### src/rtl/rr_stream_arb.sv
// N:1 packet-granular round-robin arbiter feeding one registered valid/ready output stage.
// The winner of a packet keeps the output until its last beat transfers; the pointer moves only on last beats.
module rr_stream_arb #(
  parameter int N  = 4,
  parameter int WD = 8
) (
  input  logic                                    clk,
  input  logic                                    rst_n,
  input  logic [N-1:0]                            s_valid_i,
  input  logic [N*WD-1:0]                         s_data_i,
  input  logic [N-1:0]                            s_last_i,
  output logic [N-1:0]                            s_ready_o,
  output logic                                    m_valid_o,
  output logic [WD-1:0]                           m_data_o,
  output logic                                    m_last_o,
  output logic [((N > 1) ? $clog2(N) : 1)-1:0]    m_id_o,
  input  logic                                    m_ready_i
);

  localparam int IDW = (N > 1) ? $clog2(N) : 1;

  typedef enum logic {IDLE, LOCK} state_t;

  state_t           state_q, state_d;
  logic [IDW-1:0]   ptr_q, ptr_d;
  logic [IDW-1:0]   gnt_q, gnt_d;
  logic             m_valid_q, m_valid_d;
  logic [WD-1:0]    m_data_q, m_data_d;
  logic             m_last_q, m_last_d;
  logic [IDW-1:0]   m_id_q, m_id_d;

  logic [IDW-1:0]   rr_sel;
  logic [IDW:0]     idx;
  logic             found;
  logic [IDW-1:0]   sel;
  logic             accept;
  logic             xfer;

  // Circular priority search starting at ptr_q
  always_comb begin
    rr_sel = '0;
    found  = 1'b0;
    idx    = '0;
    for (int k = 0; k < N; k++) begin
      idx = {1'b0, ptr_q} + (IDW+1)'(k);
      if (idx >= (IDW+1)'(N)) idx = idx - (IDW+1)'(N);
      if (!found && s_valid_i[idx[IDW-1:0]]) begin
        found  = 1'b1;
        rr_sel = idx[IDW-1:0];
      end
    end
  end

  assign sel    = (state_q == LOCK) ? gnt_q : rr_sel;
  assign accept = m_ready_i | ~m_valid_q;

  always_comb begin
    s_ready_o = '0;
    if (rst_n && accept && ((state_q == LOCK) || (|s_valid_i))) s_ready_o[sel] = 1'b1;
  end

  assign xfer = s_valid_i[sel] & s_ready_o[sel];

  always_comb begin
    state_d   = state_q;
    ptr_d     = ptr_q;
    gnt_d     = gnt_q;
    m_valid_d = m_valid_q;
    m_data_d  = m_data_q;
    m_last_d  = m_last_q;
    m_id_d    = m_id_q;
    if (xfer) begin
      m_valid_d = 1'b1;
      m_data_d  = s_data_i[int'(sel)*WD +: WD];
      m_last_d  = s_last_i[sel];
      m_id_d    = sel;
      if (s_last_i[sel]) begin
        state_d = IDLE;
        ptr_d   = (sel == IDW'(N-1)) ? '0 : sel + IDW'(1);
      end else begin
        state_d = LOCK;
        gnt_d   = sel;
      end
    end else if (m_ready_i) begin
      m_valid_d = 1'b0;
    end
  end

  always_ff @(posedge clk or negedge rst_n) begin
    if (!rst_n) begin
      state_q   <= IDLE;
      ptr_q     <= '0;
      gnt_q     <= '0;
      m_valid_q <= 1'b0;
      m_data_q  <= '0;
      m_last_q  <= 1'b0;
      m_id_q    <= '0;
    end else begin
      state_q   <= state_d;
      ptr_q     <= ptr_d;
      gnt_q     <= gnt_d;
      m_valid_q <= m_valid_d;
      m_data_q  <= m_data_d;
      m_last_q  <= m_last_d;
      m_id_q    <= m_id_d;
    end
  end

  assign m_valid_o = m_valid_q;
  assign m_data_o  = m_data_q;
  assign m_last_o  = m_last_q;
  assign m_id_o    = m_id_q;

endmodule

### config.mk
export PLATFORM = sky130hd
export DESIGN_NAME = rr_stream_arb
export DESIGN_NICKNAME = d
export VERILOG_FILES = /design/src/rtl/rr_stream_arb.sv
export SDC_FILE = /design/constraint.sdc
export NUM_CORES = 1
export LEC_CHECK = 0
export BUFFER_PORTS_ARGS = -buffer_cell sky130_fd_sc_hd__buf_2
export CAP_MARGIN = 20
export CELL_PAD_IN_SITES_DETAIL_PLACEMENT = 0
export CELL_PAD_IN_SITES_GLOBAL_PLACEMENT = 1
export CORE_MARGIN = 2
export CORE_UTILIZATION = 35
export DETAILED_ROUTE_END_ITERATION = 16
export HOLD_SLACK_MARGIN = 0.03
export PLACE_DENSITY = 0.87
export SYNTH_ARGS = -nofsm -noshare
export SYNTH_HDL_FRONTEND = slang
export SYNTH_SLANG_ARGS = --single-unit
### constraint.sdc
create_clock -name clk -period 5.9 [get_ports clk]
set_clock_uncertainty 0.05 [all_clocks]
set_input_delay 0.295 -clock clk [delete_from_list [all_inputs] [get_ports clk]]
set_output_delay 0.295 -clock clk [all_outputs]
set_load 0.02 [all_outputs]
Word level (Yosys, flattened, before mapping)
Index checks and enable logic that the tools add are counted.
Word-level totals
  bits in registers: 17
  input bits: 43
  output and inout port bits: 16
  word-level logic and storage cells: 78
Cells by class
  reductions and logical operators: 14
  $add $sub $neg: 8
  bitwise operators: 4
  shifts and indexed selects: 1
  eq/ne operators: 1
  muxes and demuxes: 33
  $lt $le $gt $ge: 10
Operators by type and width (count)
  $shiftx 32x6->8: 1
  $mux 2: 10
  $lt 2x3->1 const B: 5
  $bmux 1 s2: 7
  $mux 1: 14
  $ge 3x3->1 const B: 3
  $sub 2x1->2 const B: 4
  $add 2x2->3 const B: 2
  $logic_and 1x1->1: 6
  $mux 4: 1
  $reduce_and 2->1: 2
  $reduce_or 4->1: 1
  $add 2x1->3 const B: 1
  $ge 2x3->1 const B: 1
  $logic_not 1->1: 3
  $add 2x1->2 const B: 1
  $demux 1 s2: 1
  $eq 2x2->1 const B: 1
  $ge 2x1->1 const B: 1
  $not 1->1: 2
  $reduce_bool 2->1: 1
  $and 1x1->1: 1
  $logic_or 1x1->1: 1
  $or 1x1->1: 1

Logic depth before layout (Yosys ltp)
Gate-level depths: netlist of the first run.
  word-level depth: 24
  depth in mapped cells: 12
  mapped depth without buffers: 9

Least setup slack after synthesis of the first run
No wires, ideal clock.
  kind: register to register
  start: register ptr_q[1]
  end: register ptr_q[1]
  data arrival time: 2.385 ns
  cell stages (with the launch flop): 12
  data required time: 5.722 ns
  library setup time: 0.128 ns
  slack: 3.337 ns
  buffers on the path: 2
  clock period less this slack: 2.563 ns
  cells stage by stage: dfrtp_1 -> buf_2 -> nor4b_1 -> o21ai_1 -> o211ai_1 -> clkbuf_1 -> ha_1 -> nand2_1 -> mux2i_1 -> a22oi_4 -> nor2_2 -> mux2_1
Between the ends
  word-level cells in the longest chain between the ends: 24
  elaborated cells on any way between the ends: 54
  classes of those cells: add/sub: 8; order compare: 6; eq/ne: 1; mux: 30; bitwise: 1; reduce/logical: 8
RTL lines
  from (decl): line 25  | logic [IDW-1:0] ptr_q, ptr_d;
  from (signal assigned): line 100  | ptr_q <= ptr_d;
  parallel branches: the longest is 13 deep, another holds $add 2x1->3
  $mux 2 *: line 47  | if (!found && s_valid_i[idx[IDW-1:0]]) begin
  $mux 2 *: line 54  | assign sel = (state_q == LOCK) ? gnt_q : rr_sel;
  $lt 2x3->1 (not written as such) / $ge 2x1->1 (equally long branches): line 59  | if (rst_n && accept && ((state_q == LOCK) || (|s_valid_i))) s_ready_o[sel] = 1'b1;
  $logic_and 1x1->1 (not written as such): line 59
  $mux 1 (not written as such): line 59
  $demux 1 s2: line 59
  $mux 4: line 59
  $bmux 1 s2: line 62  | assign xfer = s_valid_i[sel] & s_ready_o[sel];
  $mux 1 (not written as such): line 62
  $and 1x1->1: line 62
  $reduce_and 2->1 (no source line)
Every way passes the cells marked *. The select of a mux whose other input is x is not followed.
A chain may end at the register's enable or synchronous reset.

Worst setup path after layout of the first run
  start: register ptr_q[0]
  end: register ptr_q[1]
Same word-level chain as after synthesis.

==> impl_results.md, run 1 <==
- Routed wire length: around 2800 um
- Crit. End Element: flip-flop
- Initial Util: 36.0%
- Most frequent cells in the layout: buf_2, nand2_1, dfrtp_1
- Post-synth EDFFs: 0
- Syn avg cell area: a little over 9 sq um
- H-tree lvl count: 1
- Pwr per Cell Area: between 400 and 500 nW/um^2
- Leading area contributor after synthesis: dfrtp_1
- Final Core Density: a little under half
- Top delay family on crit path: compound AO/OA/AOI/OAI gates
- Worst-path clk slew: approximately 0.09 ns
- Vias in the first global route: 1076
- Ports: a little under 60
- Share of the synthesized area in the top cell type: a little over a third
- DRT Pass-1 Iters: 4
- Synth area leaders: dfrtp_1, mux2i_1, mux2_2, nand2_1, o21ai_1
- Global-route wire length before repair: 4650 um
- Clock Latency Late Sink: 0.28 ns
- Crit path buffers/inverters: 0
- Number of port buffers: just under 60
- TNS Setup: 0 ns
- Slew margin rel.: 38.0%
- Min Tclk post-route: 3.15 ns
- P&R area growth vs syn: 29.9%
- RSZ-0062 raised after global routing: no
- GRT Residual Overflow: 0
- Routability cong.: between 0.7 and 0.8
- CP max-delay cell: o221ai_4
- Final Cycle Share: approximately 53%
- Die Wd: 62.2 um
- DRT antenna net count: 0
- WL per Instance: between 10 and 15 um
- Largest net degree at the start of global routing: 28
- CTS Buf Count: 3
- Hold WS: about 0.23 ns
- Max Fclk: around 0.32 GHz
- #FFs+latches synth: 17
- Final hold violation count: 0
- Max Cap Viol: 0
- Worst path cell trace: nand2b_1, o21ai_1, o221ai_4, ha_1, nand2_1, mux2i_1, a22oi_4, nor2_2, mux2_1
- Worst path depth: 9
- All-Layer GR Usage: around 14%
- Via density: 4.88
- Row count: 21
- Initial antenna violation count: 0
- CTS tree: yes
- Post-synthesis cell type count: 32
- Post-DP Area: between 1500 and 2000 sq um
- Share of layout cells above drive strength 1: between 40% and 50%
- Post-synthesis cell area: approximately 1200 sq um
- LEAKAGE: around 0.8 nW
- Switching power: ~0.34 mW
- Antenna fix cells: 0
- Clk root buf: clkbuf_4
- Clock sinks: 17
- Commonest non-fill, non-tap cell in the layout: buf_2
- # setup viols final: 0
- Outcome: complete, no violations
- Async SR Flop Fraction: between 90% and 100%
- Initial DRC Count: 77
- CTS max path bufs: 2
- Worst Hold Class: in -> reg
- Predominant post-synthesis flop cell: dfrtp_1
- Post-Layout Inst Area: around 1500 sq um
- Synthesized instance count: 128
- Yosys warnings: 0
- Placed wire-length estimate: ~2200 um
- Register area share after synthesis: roughly 36%
- Reg2reg path depth: 9
- Die Ht: slightly above 60 um
- Total power: 0.729 mW
- Worst Setup Path Type: reg -> reg
- P_int: 0.391 mW
- Vias post-DR: 1122
- Comb pwr share: a little over three fifths
- Nets@finish: 229
- Clk pwr share: between 8 and 9%
- Part of the power in registers: approximately 29%
- Hold depth: 3
- Die ar.: around 3900 sq um
- Crit path DAT: 3.27 ns
- CP peak stage delay: roughly 0.75 ns
- Peak supply drop: ~0.22 mV
- Slew Viols, Final: 0
- Post-CTS sizing: 0
- Worst-Margin Slew: 0.930 ns
- CP startpoint kind: flip-flop
- Crit Path Max Fanout: 27
- Post-route DRC: 0
- Core ar.: about 3300 sq um
- Sw Share: about 46%
- Crit path required time: around 6.0 ns
- Synthesized Nets: roughly 170
## path summary, 6_finish.rpt
check | from | endpoint | slack [ns]
worst max-delay path | ptr_q[0] | ptr_q[1] | 2.75
worst min register to register | m_id_o[0] | m_id_o[0] | 0.45
worst max register to register | ptr_q[0] | ptr_q[1] | 2.75
max in group asynchronous | rst_n | m_data_o[7] | 5.11
min in group asynchronous | rst_n | m_data_o[1] | 0.41
worst min-delay path | m_ready_i | m_valid_o | 0.23
## sequential cells by signal, summed over array words and instances (netlist names)
signal	flops
m_valid_o	1
ptr_q	2
m_id_o	2
m_data_o	8
gnt_q	2
m_last_o	1
state_q	1
## cell families (layout without fill, tap and decap cells)
kind of cell | after synthesis | after routing | synth area share (%)
AO/OA/AOI/OAI | 34 | 34 | 19.0
flip-flops | 17 | 17 | 35.9
buffers and inverters | 11 | 67 | 4.12
adder cells (fa/ha/maj) | 1 | 1 | 1.06
multiplexers | 25 | 25 | 22.9
AND/OR/NAND/NOR | 40 | 40 | 16.9
## tightest hold or removal path, cell delays in order
cell	delay [ns]
buf_2	0.07
nand2b_1	0.11
nand2_1	0.05
## what timing repair did
item                                   in CTS  in global routing
endpoints found under the hold margin      17                  0
hold buffers                                1                  0
buffers inserted                            0                  0
## area by class of cell
class / instances / area, sq um
clock buffer: 4 / 26.3
fill: 325 / 1750
tap: 46 / 57.6
multi-input combinational: 100 / 709
timing repair buffer: 60 / 308
sequential: 17 / 425
inverter: 3 / 11.3
## through the flow
| stage | setup slack (ns) | std cells |
|---|---|---|
| finish | 2.75 | 230 |
| floorplan | 3.34 | 128 |
| global placement | 2.95 | 225 |
| global route | 2.51 | 230 |
| detailed placement | 2.75 | 225 |
| CTS | 2.74 | 230 |
## power groups by stage
stage	Sequential (mW)	Combinational, mW	Clock (mW)
final	0.212	0.457	0.0600
after global routing	0.219	0.502	0.0663
after CTS	0.212	0.464	0.0622
after detailed placement	0.213	0.461	0
after global placement	0.211	0.448	0
after floorplan	0.247	0.310	0
## synth_stat cells, types with 2 or more instances
cell type	instances
a21oi_1	4
nand2_1	22
clkbuf_1	2
nor2b_1	2
mux2_1	4
buf_2	6
nor2_1	4
and2_1	3
inv_1	2
o21ai_1	12
o211ai_1	2
mux2_2	9
o21ai_0	9
mux2i_1	11
nand2b_1	3
dfrtp_1	17
## metal layers
layer | vias up | GRT usage [%] | share of wire (%)
met5 | - | 0 | 0
met4 | 0 | 4.72 | 0.43
met3 | 2 | 3.08 | 7.6
met2 | 46 | 24.5 | 47
met1 | 507 | 18.3 | 45
li1 | 567 | - | -
(Power assumes the default switching activity.)
==> run 2: changes to the inputs <==
ABC_AREA = 1   (was unset)
CORE_UTILIZATION = 32   (was 35)
PLACE_DENSITY = 0.82   (was 0.87)
clock period = 2.9 ns   (was 5.9 ns; I/O delays follow)
==> run 2 against run 1 <==
Effect of this change:
- register-to-register slack got worse by 2.4 ns
- highest routed layer unchanged
- wire length increased by 30%
- synthesized cell count increased by 62%
- worst setup slack got worse by 2.4 ns
- total power increased to 3.2 times the previous value
- largest cell class unchanged
- final area increased by 13%
- clock power increased to 2.9 times the previous value
- global-route usage increased by 1.1 points
- clock-buffer cell count unchanged
- sequential power increased by 100%
==> impl_results.md, run 2 <==
- Library cell with the highest instance count after synthesis: nand2_1
- Hold Crit Start: m_ready_i
- Initial DRC Count: just over 80
- Metal2 WL: 1810 um
- DRT Pass-1 Iters: 4
- Clk root buf: clkbuf_8
- CTS Buf Count: 3
- Worst-Margin Slew: about 0.60 ns
- Number of port buffers: between 50 and 60
- Routability cong.: approximately 0.74
- Crit. End Element: flip-flop
- Most frequent cells in the layout: nand2_1, buf_2, nand3_1
- Part of the power in registers: 18.6%
- Commonest cells post-synth: nand2_1, nand3_1, dfrtp_1
- R2R Path Start: ptr_q[0]
- Vias in the first global route: about 1500
- DRT antenna net count: 0
- Share of the synthesized area in the top cell type: 31.3%
- Hold depth: 2
- Pwr per Cell Area: between 1000 and 1500 nW/um^2
- Synthesized instance count: just over 200
- R2R setup slack: approximately 0.32 ns
- Max Cap Viol: 0
- Final Core Density: roughly 43%
- Reg2reg path depth: 16
- Placed wire-length estimate: 2920 um
- P&R area growth vs syn: 27.6%
- DR top layer: met4
- Clk pwr share: approximately 7.5%
- GRT Residual Overflow: 0
- Clock Latency Late Sink: 0.25 ns
- Die Ht: just under 70 um
- Switching power: 1.29 mW
- Setup repair bufs after CTS: 0
- Outcome: complete, no violations
- Die ar.: between 4000 and 5000 sq um
- Sw Share: approximately 56%
- # setup viols final: 0
- Final Cycle Share: 88.9%
- Nets@finish: approximately 310
- Reg2Reg Capture Point: m_data_o[5]
- Peak supply drop: around 0.45 mV
- CTS max path bufs: 2
- Post-synthesis cell type count: 24
- Worst-path clk slew: around 0.07 ns
- Crit path DAT: between 2 and 3 ns
- Vias post-DR: 1497
- Synthesized Nets: between 200 and 300
- Initial antenna violation count: 0
- P_int: 1.02 mW
- Worst Setup Path Type: reg -> reg
- TNS Setup: 0 ns
- Largest register FFs: 8
- Routed wire length: between 3000 and 4000 um
- #FFs+latches synth: 17
- Share of layout cells above drive strength 1: between 30% and 40%
- Commonest non-fill, non-tap cell in the layout: nand2_1
- Largest net degree at the start of global routing: 22
- Crit Path Max Fanout: 16
- Initial Util: roughly a third
- Slew margin rel.: around 60%
- Max Fclk: about 0.39 GHz
- All-Layer GR Usage: 15.5%
- Via density: around 4.7
- CP startpoint kind: flip-flop
- LEAKAGE: between 0.9 and 1 nW
- Min Tclk post-route: roughly 2.6 ns
- Ports: between 50 and 60
- Comb pwr share: 73.9%
- Register area share after synthesis: 31.3%
- Die Wd: between 60 and 70 um
- Async SR Flop Fraction: 100%
- Post-synth EDFFs: 0
- Worst Hold Class: in -> reg
- RSZ-0062 raised after global routing: no
- Row count: 23
- Global-route wire length before repair: about 6200 um
- CTS tree: yes
- Final hold violation count: 0
- Antenna fix cells: 0
- Yosys warnings: 0
- WL per Instance: around 12 um
- Met3 wire length: 139 um
- Post-synthesis cell area: between 1000 and 1500 sq um
- Slew Viols, Final: 0
- Core ar.: a little over 4000 sq um
- Leading area contributor after synthesis: dfrtp_1
- Predominant post-synthesis flop cell: dfrtp_1
- M1 WL: ~1700 um
- Synth area leaders: dfrtp_1, nand2_1, nand3_1, nand4_1, inv_1
- Crit path required time: approximately 3 ns
- Post-route DRC: 0
- Hold WS: around 0.036 ns
- Clock sinks: 17
- Worst Hold Endpoint: m_valid_o
- Syn avg cell area: about 6.6 sq um
- H-tree lvl count: 1
==> run 2: final cells by class <==
class,instances,area (sq um)
well taps,50,62.6
clock buffers,4,45.0
repair buffers,63,330
inverters,15,56.3
flip-flops and latches,17,427
multi-input cells,167,813
fillers,448,2320
==> run 2: worst max-delay path by stage <==
| stage | startpoint | end |
|---|---|---|
| 2_1_floorplan | ptr_q[0] | m_data_o[0] |
| 3_3_place_gp | ptr_q[0] | m_data_o[5] |
| 3_5_place_dp | ptr_q[0] | m_data_o[3] |
| 4_1_cts | ptr_q[0] | m_data_o[3] |
| 5_1_grt | ptr_q[0] | m_data_o[5] |
| 6_report | ptr_q[0] | m_data_o[5] |
==> run 2: critical path, stage by stage, from the launching register on <==
cell and delay, ns:
dfrtp_2 0.48, inv_2 0.13, nand2_1 0.06, nand3_1 0.10, nand2_1 0.11, nor2_2 0.16
nand2_1 0.07, nand3_1 0.08, nand2_2 0.10, nand2_4 0.14, buf_4 0.24, nor2_8 0.08
a21oi_4 0.21, nand2_4 0.16, inv_2 0.18, nand2_1 0.07, nand2_1 0.06
==> run 2: cells by family after synthesis <==
family,synth area share [%]
flops,31.3
buf+inv,8.84
compound gates,5.62
simple gates,53.3
fa+ha+maj,0.921
==> run 2: metal layers <==
layer | track usage (%) | vias to the layer above
met3 | 3.65 | 4
met1 | 18.8 | 666
met5 | 0 | -
met4 | 2.61 | 0
li1 | - | 795
met2 | 28.0 | 32
==> run 2: stage by stage <==
stage               cell area [sq um]  setup WS [ns]  power, mW  instances
floorplan                        1360          0.479       1.81        207
global placement                 1680          0.249       2.16        311
detailed placement               1680          0.229       2.15        311
CTS                              1730          0.223       2.34        316
global route                     1730         0.0407       2.57        316
finish                           1730          0.323       2.31        316
==> run 2: power groups by stage <==
stage                     sequential [mW]  clock, mW  combinational [mW]
final                               0.430      0.173                1.71
after global routing                0.444      0.189                1.94
after CTS                           0.429      0.179                1.73
after detailed placement            0.431          0                1.72
after global placement              0.436          0                1.72
after floorplan                     0.498          0                1.31
==> run 2: timing repair <==
action | in CTS | in global routing
setup endpoints to repair | 0 | 9
hold endpoints to repair | 17 | 0
hold buffers | 1 | 0
resized for setup | 0 | 1
